<file path="src/rtl/i2c_target_regs.sv">
// I2C target exposing an 8-byte register file: bytes 0..1 read status, bytes 2..7 are read/write controls.
// Optional SCL-low bus timeout is enabled by defining I2C_TIMEOUT_EN.
module i2c_target_regs #(
    parameter logic [6:0] I2C_ADDR       = 7'h50,
    parameter int         FILT_LEN       = 3,
    parameter int         TIMEOUT_CYCLES = 1750000
) (
    input  logic        clk_clk,
    input  logic        reset_reset,
    input  logic        scl_i,
    input  logic        sda_i,
    output logic        sda_oe,
    input  logic [15:0] status_i,
    output logic [47:0] ctrl_o,
    output logic        wr_strobe,
    output logic [2:0]  wr_index,
    output logic        busy
);

    typedef enum logic [3:0] {
        ST_IDLE, ST_ADDR, ST_ADDR_ACK, ST_PTR, ST_PTR_ACK,
        ST_WDATA, ST_WDATA_ACK, ST_RDATA, ST_RD_MACK, ST_WAIT_STOP
    } state_t;

    state_t      state_reg, state_next;
    logic [3:0]  bit_cnt_reg, bit_cnt_next;
    logic [7:0]  shift_reg, shift_next;
    logic [2:0]  ptr_reg, ptr_next;
    logic        rw_reg, rw_next;
    logic        ack_phase_reg, ack_phase_next;
    logic        sda_oe_reg, sda_oe_next;
    logic        busy_reg, busy_next;
    logic        wr_strobe_reg;
    logic [2:0]  wr_index_reg, wr_index_next;
    logic        wr_en;

    logic [1:0]  scl_sync_reg, sda_sync_reg;
    logic [1:0]  raw_lvl, filt_lvl;
    logic        scl_f, sda_f, scl_prev_reg, sda_prev_reg;
    logic        scl_rise, scl_fall, start_det, stop_det, to_hit;
    logic [7:0]  rx_byte;
    logic [2:0]  rd_idx;
    logic [7:0]  regs_view [8];

    always_ff @(posedge clk_clk) begin
        if (reset_reset) begin
            scl_sync_reg <= 2'b11;
            sda_sync_reg <= 2'b11;
            scl_prev_reg <= 1'b1;
            sda_prev_reg <= 1'b1;
        end else begin
            scl_sync_reg <= {scl_sync_reg[0], scl_i};
            sda_sync_reg <= {sda_sync_reg[0], sda_i};
            scl_prev_reg <= scl_f;
            sda_prev_reg <= sda_f;
        end
    end

    assign raw_lvl = {sda_sync_reg[1], scl_sync_reg[1]};

    // Level follows the input only after FILT_LEN consecutive differing samples.
    genvar gi;
    generate
        for (gi = 0; gi < 2; gi++) begin : g_filt
            logic       lvl_reg;
            logic [3:0] cnt_reg;
            always_ff @(posedge clk_clk) begin
                if (reset_reset) begin
                    lvl_reg <= 1'b1;
                    cnt_reg <= '0;
                end else if (raw_lvl[gi] == lvl_reg) begin
                    cnt_reg <= '0;
                end else if (cnt_reg == 4'(FILT_LEN - 1)) begin
                    lvl_reg <= raw_lvl[gi];
                    cnt_reg <= '0;
                end else begin
                    cnt_reg <= cnt_reg + 4'd1;
                end
            end
            assign filt_lvl[gi] = lvl_reg;
        end
    endgenerate

    assign scl_f     = filt_lvl[0];
    assign sda_f     = filt_lvl[1];
    assign scl_rise  = scl_f & ~scl_prev_reg;
    assign scl_fall  = ~scl_f & scl_prev_reg;
    assign start_det = scl_f & scl_prev_reg & sda_prev_reg & ~sda_f;
    assign stop_det  = scl_f & scl_prev_reg & ~sda_prev_reg & sda_f;
    assign rx_byte   = {shift_reg[6:0], sda_f};

    assign regs_view[0] = status_i[7:0];
    assign regs_view[1] = status_i[15:8];

    generate
        for (gi = 0; gi < 6; gi++) begin : g_ctrl
            logic [7:0] byte_reg;
            always_ff @(posedge clk_clk) begin
                if (reset_reset)
                    byte_reg <= '0;
                else if (wr_en && ptr_reg == 3'(gi + 2))
                    byte_reg <= rx_byte;
            end
            assign regs_view[gi + 2] = byte_reg;
            assign ctrl_o[8*gi +: 8] = byte_reg;
        end
    endgenerate

    // A master ACK reloads from the following register, so look one ahead there.
    assign rd_idx = (state_reg == ST_RD_MACK) ? ptr_reg + 3'd1 : ptr_reg;

`ifdef I2C_TIMEOUT_EN
    logic [31:0] to_cnt_reg;
    assign to_hit = busy_reg & ~scl_f & (to_cnt_reg == 32'(TIMEOUT_CYCLES - 1));
    always_ff @(posedge clk_clk) begin
        if (reset_reset || !busy_reg || scl_f || to_hit)
            to_cnt_reg <= '0;
        else
            to_cnt_reg <= to_cnt_reg + 32'd1;
    end
`else
    // No timeout: a stalled master holds the state indefinitely.
    assign to_hit = (TIMEOUT_CYCLES < 0);
`endif

    always_ff @(posedge clk_clk) begin
        if (reset_reset) begin
            state_reg     <= ST_IDLE;
            bit_cnt_reg   <= '0;
            shift_reg     <= '0;
            ptr_reg       <= '0;
            rw_reg        <= 1'b0;
            ack_phase_reg <= 1'b0;
            sda_oe_reg    <= 1'b0;
            busy_reg      <= 1'b0;
            wr_strobe_reg <= 1'b0;
            wr_index_reg  <= '0;
        end else begin
            state_reg     <= state_next;
            bit_cnt_reg   <= bit_cnt_next;
            shift_reg     <= shift_next;
            ptr_reg       <= ptr_next;
            rw_reg        <= rw_next;
            ack_phase_reg <= ack_phase_next;
            sda_oe_reg    <= sda_oe_next;
            busy_reg      <= busy_next;
            wr_strobe_reg <= wr_en;
            wr_index_reg  <= wr_index_next;
        end
    end

    always_comb begin
        state_next     = state_reg;
        bit_cnt_next   = bit_cnt_reg;
        shift_next     = shift_reg;
        ptr_next       = ptr_reg;
        rw_next        = rw_reg;
        ack_phase_next = ack_phase_reg;
        sda_oe_next    = sda_oe_reg;
        busy_next      = busy_reg;
        wr_en          = 1'b0;
        wr_index_next  = wr_index_reg;

        if (to_hit) begin
            state_next   = ST_IDLE;
            sda_oe_next  = 1'b0;
            busy_next    = 1'b0;
            bit_cnt_next = '0;
        end else if (start_det) begin
            state_next     = ST_ADDR;
            bit_cnt_next   = '0;
            ack_phase_next = 1'b0;
            sda_oe_next    = 1'b0;
            busy_next      = 1'b0;
        end else if (stop_det) begin
            state_next  = ST_IDLE;
            sda_oe_next = 1'b0;
            busy_next   = 1'b0;
        end else begin
            case (state_reg)
                ST_ADDR: if (scl_rise) begin
                    shift_next   = rx_byte;
                    bit_cnt_next = bit_cnt_reg + 4'd1;
                    if (bit_cnt_reg == 4'd7) begin
                        bit_cnt_next = '0;
                        if (rx_byte[7:1] == I2C_ADDR) begin
                            state_next     = ST_ADDR_ACK;
                            busy_next      = 1'b1;
                            rw_next        = rx_byte[0];
                            ack_phase_next = 1'b0;
                            if (rx_byte[0])
                                shift_next = regs_view[rd_idx];
                        end else begin
                            state_next = ST_WAIT_STOP;
                        end
                    end
                end
                // First falling edge drives the ACK, the second one ends the ACK bit.
                ST_ADDR_ACK, ST_PTR_ACK, ST_WDATA_ACK: if (scl_fall) begin
                    if (!ack_phase_reg) begin
                        sda_oe_next    = 1'b1;
                        ack_phase_next = 1'b1;
                    end else begin
                        ack_phase_next = 1'b0;
                        if (state_reg == ST_ADDR_ACK && rw_reg) begin
                            state_next  = ST_RDATA;
                            sda_oe_next = ~shift_reg[7];
                        end else begin
                            state_next  = (state_reg == ST_ADDR_ACK) ? ST_PTR : ST_WDATA;
                            sda_oe_next = 1'b0;
                        end
                    end
                end
                ST_PTR, ST_WDATA: if (scl_rise) begin
                    shift_next   = rx_byte;
                    bit_cnt_next = bit_cnt_reg + 4'd1;
                    if (bit_cnt_reg == 4'd7) begin
                        bit_cnt_next = '0;
                        if (state_reg == ST_PTR) begin
                            ptr_next   = rx_byte[2:0];
                            state_next = ST_PTR_ACK;
                        end else begin
                            if (ptr_reg >= 3'd2) begin
                                wr_en         = 1'b1;
                                wr_index_next = ptr_reg;
                            end
                            ptr_next   = ptr_reg + 3'd1;
                            state_next = ST_WDATA_ACK;
                        end
                    end
                end
                ST_RDATA: begin
                    if (scl_rise && bit_cnt_reg != 4'd8) begin
                        shift_next   = {shift_reg[6:0], 1'b0};
                        bit_cnt_next = bit_cnt_reg + 4'd1;
                    end else if (scl_fall) begin
                        if (bit_cnt_reg == 4'd8) begin
                            sda_oe_next  = 1'b0;
                            bit_cnt_next = '0;
                            state_next   = ST_RD_MACK;
                        end else begin
                            sda_oe_next = ~shift_reg[7];
                        end
                    end
                end
                ST_RD_MACK: if (scl_rise) begin
                    if (!sda_f) begin
                        ptr_next   = ptr_reg + 3'd1;
                        shift_next = regs_view[rd_idx];
                        state_next = ST_RDATA;
                    end else begin
                        state_next = ST_WAIT_STOP;
                    end
                end
                ST_WAIT_STOP: sda_oe_next = 1'b0;
                default: ;
            endcase
        end
    end

    assign sda_oe    = sda_oe_reg;
    assign busy      = busy_reg;
    assign wr_strobe = wr_strobe_reg;
    assign wr_index  = wr_index_reg;

endmodule

</file>
<file path="config.mk">
export PLATFORM = sky130hd
export DESIGN_NAME = i2c_target_regs
export DESIGN_NICKNAME = d
export VERILOG_FILES = /design/src/rtl/i2c_target_regs.sv
export SDC_FILE = /design/constraint.sdc
export NUM_CORES = 1
export LEC_CHECK = 0
export CAP_MARGIN = 20
export CORE_MARGIN = 4
export CORE_UTILIZATION = 55
export CTS_CLUSTER_SIZE = 24
export DETAILED_ROUTE_END_ITERATION = 8
export PLACE_DENSITY = 0.78
export SLEW_MARGIN = 20
export SYNTH_ARGS = -nofsm -noshare
export SYNTH_HDL_FRONTEND = slang
export SYNTH_SLANG_ARGS = --single-unit
</file>
<file path="constraint.sdc">
create_clock -name clk_clk -period 3.15 [get_ports clk_clk]
set_clock_uncertainty 0.15 [all_clocks]
set_input_delay 0.63 -clock clk_clk [delete_from_list [all_inputs] [get_ports clk_clk]]
set_output_delay 0.63 -clock clk_clk [all_outputs]
set_load 0.005 [all_outputs]
</file>
==> results_dict.tcl, run 1 <==
set metrics [dict create \
    die_w_um 103 \
    synthXorXnorAreaFrac 0.0175 \
    crit_chain "clkinv_1, ha_1, mux2i_1, mux4_2, mux2_2, nand2_1, o21ai_0, a211oi_1" \
    largest_reg_flops 48 \
    syn_area_mm2 0.00500 \
    boundaryPins 74 \
    fin_crit_ns 2.75 \
    drc 0 \
    hold-path-endpoint "scl_sync_reg[1]" \
    clock-sinks 91 \
    gp_routability_congestion 0.950 \
    synth_top_family_by_area "simple AND/OR/NAND/NOR gates" \
    maxSlewViolCount 0 \
    yosysWarnings 0 \
    grt_max_degree 66 \
    numPortBuffers 73 \
    synth_flop_cell "dfxtp_1" \
    cts_buffer_depth 2 \
    min_from "scl_sync_reg[0]" \
    final_common_cell "dfxtp_1" \
    ant_nets 0 \
    htreeDepth 3 \
    insertion_delay_ns 0.37 \
    period_share 0.873 \
    via_count 4620 \
    end_kind "register" \
    arrival_ns 2.88 \
    synth.avg_cell_area_um2 8.42 \
    synth_cell_types 66 \
    r2r_slack_ns 0.40 \
    r2r_end "shift_reg[7]" \
    multi_input_area_mm2 0.00288 \
    cts_buffers 9 \
    fin_area_mm2 0.00591 \
    rr_worst_depth 8 \
    grt_antenna_before_repair 0 \
    core_mm2 0.00876 \
    synth_edf_count 0 \
    cts_hold_repair.buffers 0 \
    start_util 0.570 \
    final_cell_mix "dfxtp_1 (91), nand2_1 (86), clkdlybuf4s50_1 (72)" \
    die_area_mm2 0.0107 \
    synth.largest_area_cell "dfxtp_1" \
    synth_top_area_frac 0.364 \
    tightestPinTransition_ns 0.684 \
    slew_headroom 0.542 \
    vias_per_cell 6.07 \
    area_growth_pct 18.2 \
    cts_tree "built" \
    synthAdderAreaFrac 0.0300 \
    final_net_count 680 \
    drive_gt1_frac 0.0934 \
    cpLargestDelayFamily "multiplexers" \
    critPathKind "register to register" \
    finalHoldViolCount 0 \
    hpwl_mm 9.80 \
    diodes 0 \
    cp_num_buf_inv 1 \
    syn_inst 594 \
    cts_root_buffer "clkbuf_8" \
    critPathSlowestCell "ha_1" \
    grt_pass1_wl_mm 22.8 \
    synth_area_leaders "dfxtp_1 (36%), mux2i_1 (8.8%), nand2_1 (6.5%)" \
    place_area_mm2 0.00570 \
    rows 34 \
    p_per_area_mw_per_mm2 341 \
    p_leak_nw 2.14 \
    fp.dieH_um 103 \
    finalSetupViolCount 0 \
    yosysSeqAreaShare 0.364 \
    dr.pass1.iters 5 \
    synthesis.nets 626 \
    cts_resized 0 \
    cts_setup_buffers 0 \
    dp_slack_ns 0.469 \
    ir_worst_vdd_mv 0.302 \
    startpoint_type "register" \
    r2r_start "ptr_reg[0]" \
    drv_cap 0 \
    synth-compound-area-share 0.137 \
    grt_pass1_vias 4481 \
    fin_ws_ns 0.399 \
    worstPathMaxFanout 9 \
    grt_overflow 0 \
    drt-initial-drc-count 391 \
    maxClockFrequency_ghz 0.363 \
    routed_wl_mm 13.6 \
    status "finished clean" \
    nFillCells 746 \
    setup_tns_ns 0 \
    hold_class "register to register" \
    post_drt_wl_per_cell_um 17.8 \
    whs_path_depth 1 \
    yosys.area_share.simple 0.259 \
    cts.clk_slew.worst_paths_ns 0.10 \
    worst_path_largest_cell_delay_ns 0.61 \
    regArea_mm2 0.00182 \
    synthMuxAreaShare 0.129 \
    rsz0062_at_grt "no" \
    async_flop_share 0 \
    gr-usage-all-layers 0.270 \
    cp.required_ns 3.28 \
    ys_ff_latch 91 \
]
==> logic make-up after synthesis <==
| kind of cell | after synthesis |
|---|---|
| xor+xnor | 10 |
| simple gates | 267 |
| mux | 54 |
| compound gates | 104 |
| flops | 91 |
| buf+inv | 56 |
| fa+ha+maj | 12 |
==> synthesized netlist by cell type, types with 3 or more instances <==
cell type and instances:
xnor2_1 7, nand3_1 47, buf_2 11, nand3b_1 4, buf_6 4, buf_4 5, nand2_1 86, nand4_1 7
dfxtp_1 91, xor2_1 3, clkbuf_8 4, a311oi_1 5, a211o_1 4, ha_1 12, a21oi_1 45, a21o_1 3
or2_2 11, nand2b_1 6, a31oi_1 3, or3_1 5, nor2b_1 11, a32oi_1 5, mux4_2 7, or4_1 4
clkbuf_1 19, o21ai_0 13, nor2_1 63, inv_1 10, nor3_1 4, mux2i_1 44, a211oi_1 6, nor4_1 3
==> through the flow <==
step,total power [mW],instances,util,hold WS (ns)
2_1_floorplan,1.21,594,-,0.239
3_3_place_gp,1.24,744,0.650,0.250
3_5_place_dp,1.25,744,0.650,0.256
4_1_cts,2.03,760,0.673,0.284
5_1_grt,2.09,761,0.674,0.304
6_report,2.01,761,0.674,0.275
==> where the power goes <==
group	total (mW)	switching [mW]	internal, mW
clock	0.795	0.481	0.315
sequential	1.16	0.00244	1.15
combinational	0.0635	0.0313	0.0322
==> worst reg2reg max path: stages (launching register included) <==
cell and delay, ns:
dfxtp_1 0.35, clkinv_1 0.28, ha_1 0.61, mux2i_1 0.14, mux4_2 0.48, mux2_2 0.27
nand2_1 0.06, o21ai_0 0.08, a211oi_1 0.24
==> how the worst max path moves through the flow <==
stage | depth (start not counted) | slack (ns) | start | endpoint
2_1_floorplan | 9 | 0.23 | ptr_reg[1] | shift_reg[5]
3_3_place_gp | 7 | 0.57 | state_reg[2] | shift_reg[2]
3_5_place_dp | 7 | 0.47 | state_reg[2] | shift_reg[2]
4_1_cts | 8 | 0.46 | ptr_reg[0] | shift_reg[7]
5_1_grt | 7 | 0.17 | state_reg[3] | shift_reg[2]
6_report | 8 | 0.40 | ptr_reg[0] | shift_reg[7]
==> routing by layer <==
layer	track usage	wire length (um)	vias to the layer above
li1	-	-	2217
met1	0.367	5980	2171
met2	0.434	6440	201
met3	0.0416	820	31
met4	0.104	331	0
met5	0	0	-
==> cell type report <==
type                       count  share of cell area
clock buffer                   9              0.0210
multi-input combinational    447               0.487
clock inverter                 7              0.0125
tap                          108              0.0229
timing repair buffer          88               0.141
inverter                      11             0.00699
sequential                    91               0.308
No activity file was read; power rests on OpenSTA's default activity.
==> inputs of run 2 (changes only) <==
- CAP_MARGIN: 20 -> not set
==> run 2 against run 1 <==
  * Cell area is essentially flat
  * Clock power is essentially flat
  * Wire length grew 0.37%
  * Critical path depth shrank 1
  * Critical endpoint is now shift_reg[1]
==> results_dict.tcl, run 2 (same netlist as run 1, synthesis figures left out) <==
set metrics [dict create \
    cts_buffers 9 \
    setup_tns_ns 0 \
    drv_cap 0 \
    rsz0062_at_grt "no" \
    status "finished clean" \
    end_kind "register" \
    maxClockFrequency_ghz 0.362 \
    cts_resized 0 \
    grt_pass1_vias 4481 \
    grt_overflow 0 \
    grt_use_met2 0.434 \
    diodes 0 \
    insertion_delay_ns 0.37 \
    cts_buffer_depth 2 \
    arrival_ns 2.90 \
    maxSlewViolCount 0 \
    htreeDepth 3 \
    critPathKind "register to register" \
    gp_routability_congestion 0.950 \
    finalSetupViolCount 0 \
    grt-busiest-layer "met2" \
    regArea_mm2 0.00182 \
    clock-sinks 91 \
    startpoint_type "register" \
    dr.pass1.iters 5 \
    post-route-util 0.674 \
    worstPathMaxFanout 17 \
    cts_tree "built" \
    ant_nets 0 \
    via_count 4603 \
    gr-usage-all-layers 0.270 \
    drt-initial-drc-count 345 \
    tightestPinTransition_ns 0.933 \
    drc 0 \
    p_per_area_mw_per_mm2 341 \
    rows 34 \
    area_growth_pct 18.1 \
    routed_wl_mm 13.6 \
    cts_setup_buffers 0 \
    fin_crit_ns 2.76 \
    p_leak_nw 2.13 \
    drive_gt1_frac 0.0920 \
    final_cell_count_no_fill 760 \
    cts_hold_repair.buffers 0 \
    start_util 0.570 \
    place_inst 744 \
    ir_worst_vdd_mv 0.302 \
    cts_root_buffer "clkbuf_8" \
    nFillCells 747 \
    grt_antenna_before_repair 0 \
    final_net_count 679 \
    core_mm2 0.00876 \
    fp.dieH_um 103 \
    final_cell_mix "dfxtp_1 (91), nand2_1 (86), clkdlybuf4s50_1 (72)" \
    boundaryPins 74 \
    die_w_um 103 \
    hpwl_mm 9.80 \
    die_area_mm2 0.0107 \
    multi_input_area_mm2 0.00288 \
    cts.clk_slew.worst_paths_ns 0.11 \
    final_common_cell "dfxtp_1" \
    grtUsageMet1 0.367 \
    cp.required_ns 3.29 \
    period_share 0.878 \
    finalHoldViolCount 0 \
    grt_max_degree 66 \
    hold_class "register to register" \
    slew_headroom 0.370 \
    vias_per_cell 6.06 \
    grt_pass1_wl_mm 22.8 \
    largest_reg_flops 48 \
    numPortBuffers 73 \
    post_drt_wl_per_cell_um 17.9 \
    grt_use_met3 0.0416 \
]
## run 2: cell types whose count changed in the layout (fill, tap and decap cells not counted), sizes merged
cell    delta
clkbuf     -1
## run 2: report_power, final
part           switching [mW]  total [mW]  internal (mW)
logic                  0.0311      0.0634         0.0323
clock network           0.478       0.792          0.315
registers             0.00244        1.16           1.15
## run 2: routing by layer
metal / wire, um / up-vias
met5: 0 / -
met3: 836 / 29
met4: 307 / 0
li1: - / 2214
met1: 5990 / 2163
met2: 6480 / 197
## run 2: per-stage QoR
step / total power [mW] / instance area, um2 / setup WS [ns] / hold WS (ns)
after floorplan: 1.21 / 5000 / 0.232 / 0.239
after global placement: 1.24 / 5700 / 0.570 / 0.250
after detailed placement: 1.25 / 5700 / 0.469 / 0.256
after CTS: 2.03 / 5900 / 0.456 / 0.284
after global routing: 2.09 / 5900 / 0.169 / 0.304
final: 2.01 / 5900 / 0.386 / 0.275
## run 2: final cells by class
class / count / area share
Tap cell: 108 / 0.0229
Clock buffer: 9 / 0.0210
Multi-Input combinational cell: 447 / 0.487
Sequential cell: 91 / 0.309
Clock inverter: 7 / 0.0125
Timing Repair Buffer: 87 / 0.141
Inverter: 11 / 0.00699
## run 2: path summary, 6_finish.rpt
path	slack [ns]	from	endpoint	depth (start not counted)
setup reg to reg	0.39	state_reg[2]	shift_reg[1]	7
setup / recovery	0.39	state_reg[2]	shift_reg[1]	7
hold / removal	0.28	scl_sync_reg[0]	scl_sync_reg[1]	1
hold reg to reg	0.28	scl_sync_reg[0]	scl_sync_reg[1]	1
## run 2: worst max-delay path, stage by stage (launching register included)
cell      delay [ns]
dfxtp_1         0.50
nor4b_4         0.39
buf_4           0.27
mux2i_1         0.49
nor2_1          0.21
a32oi_1         0.26
nand4_1         0.13
a311oi_1        0.28
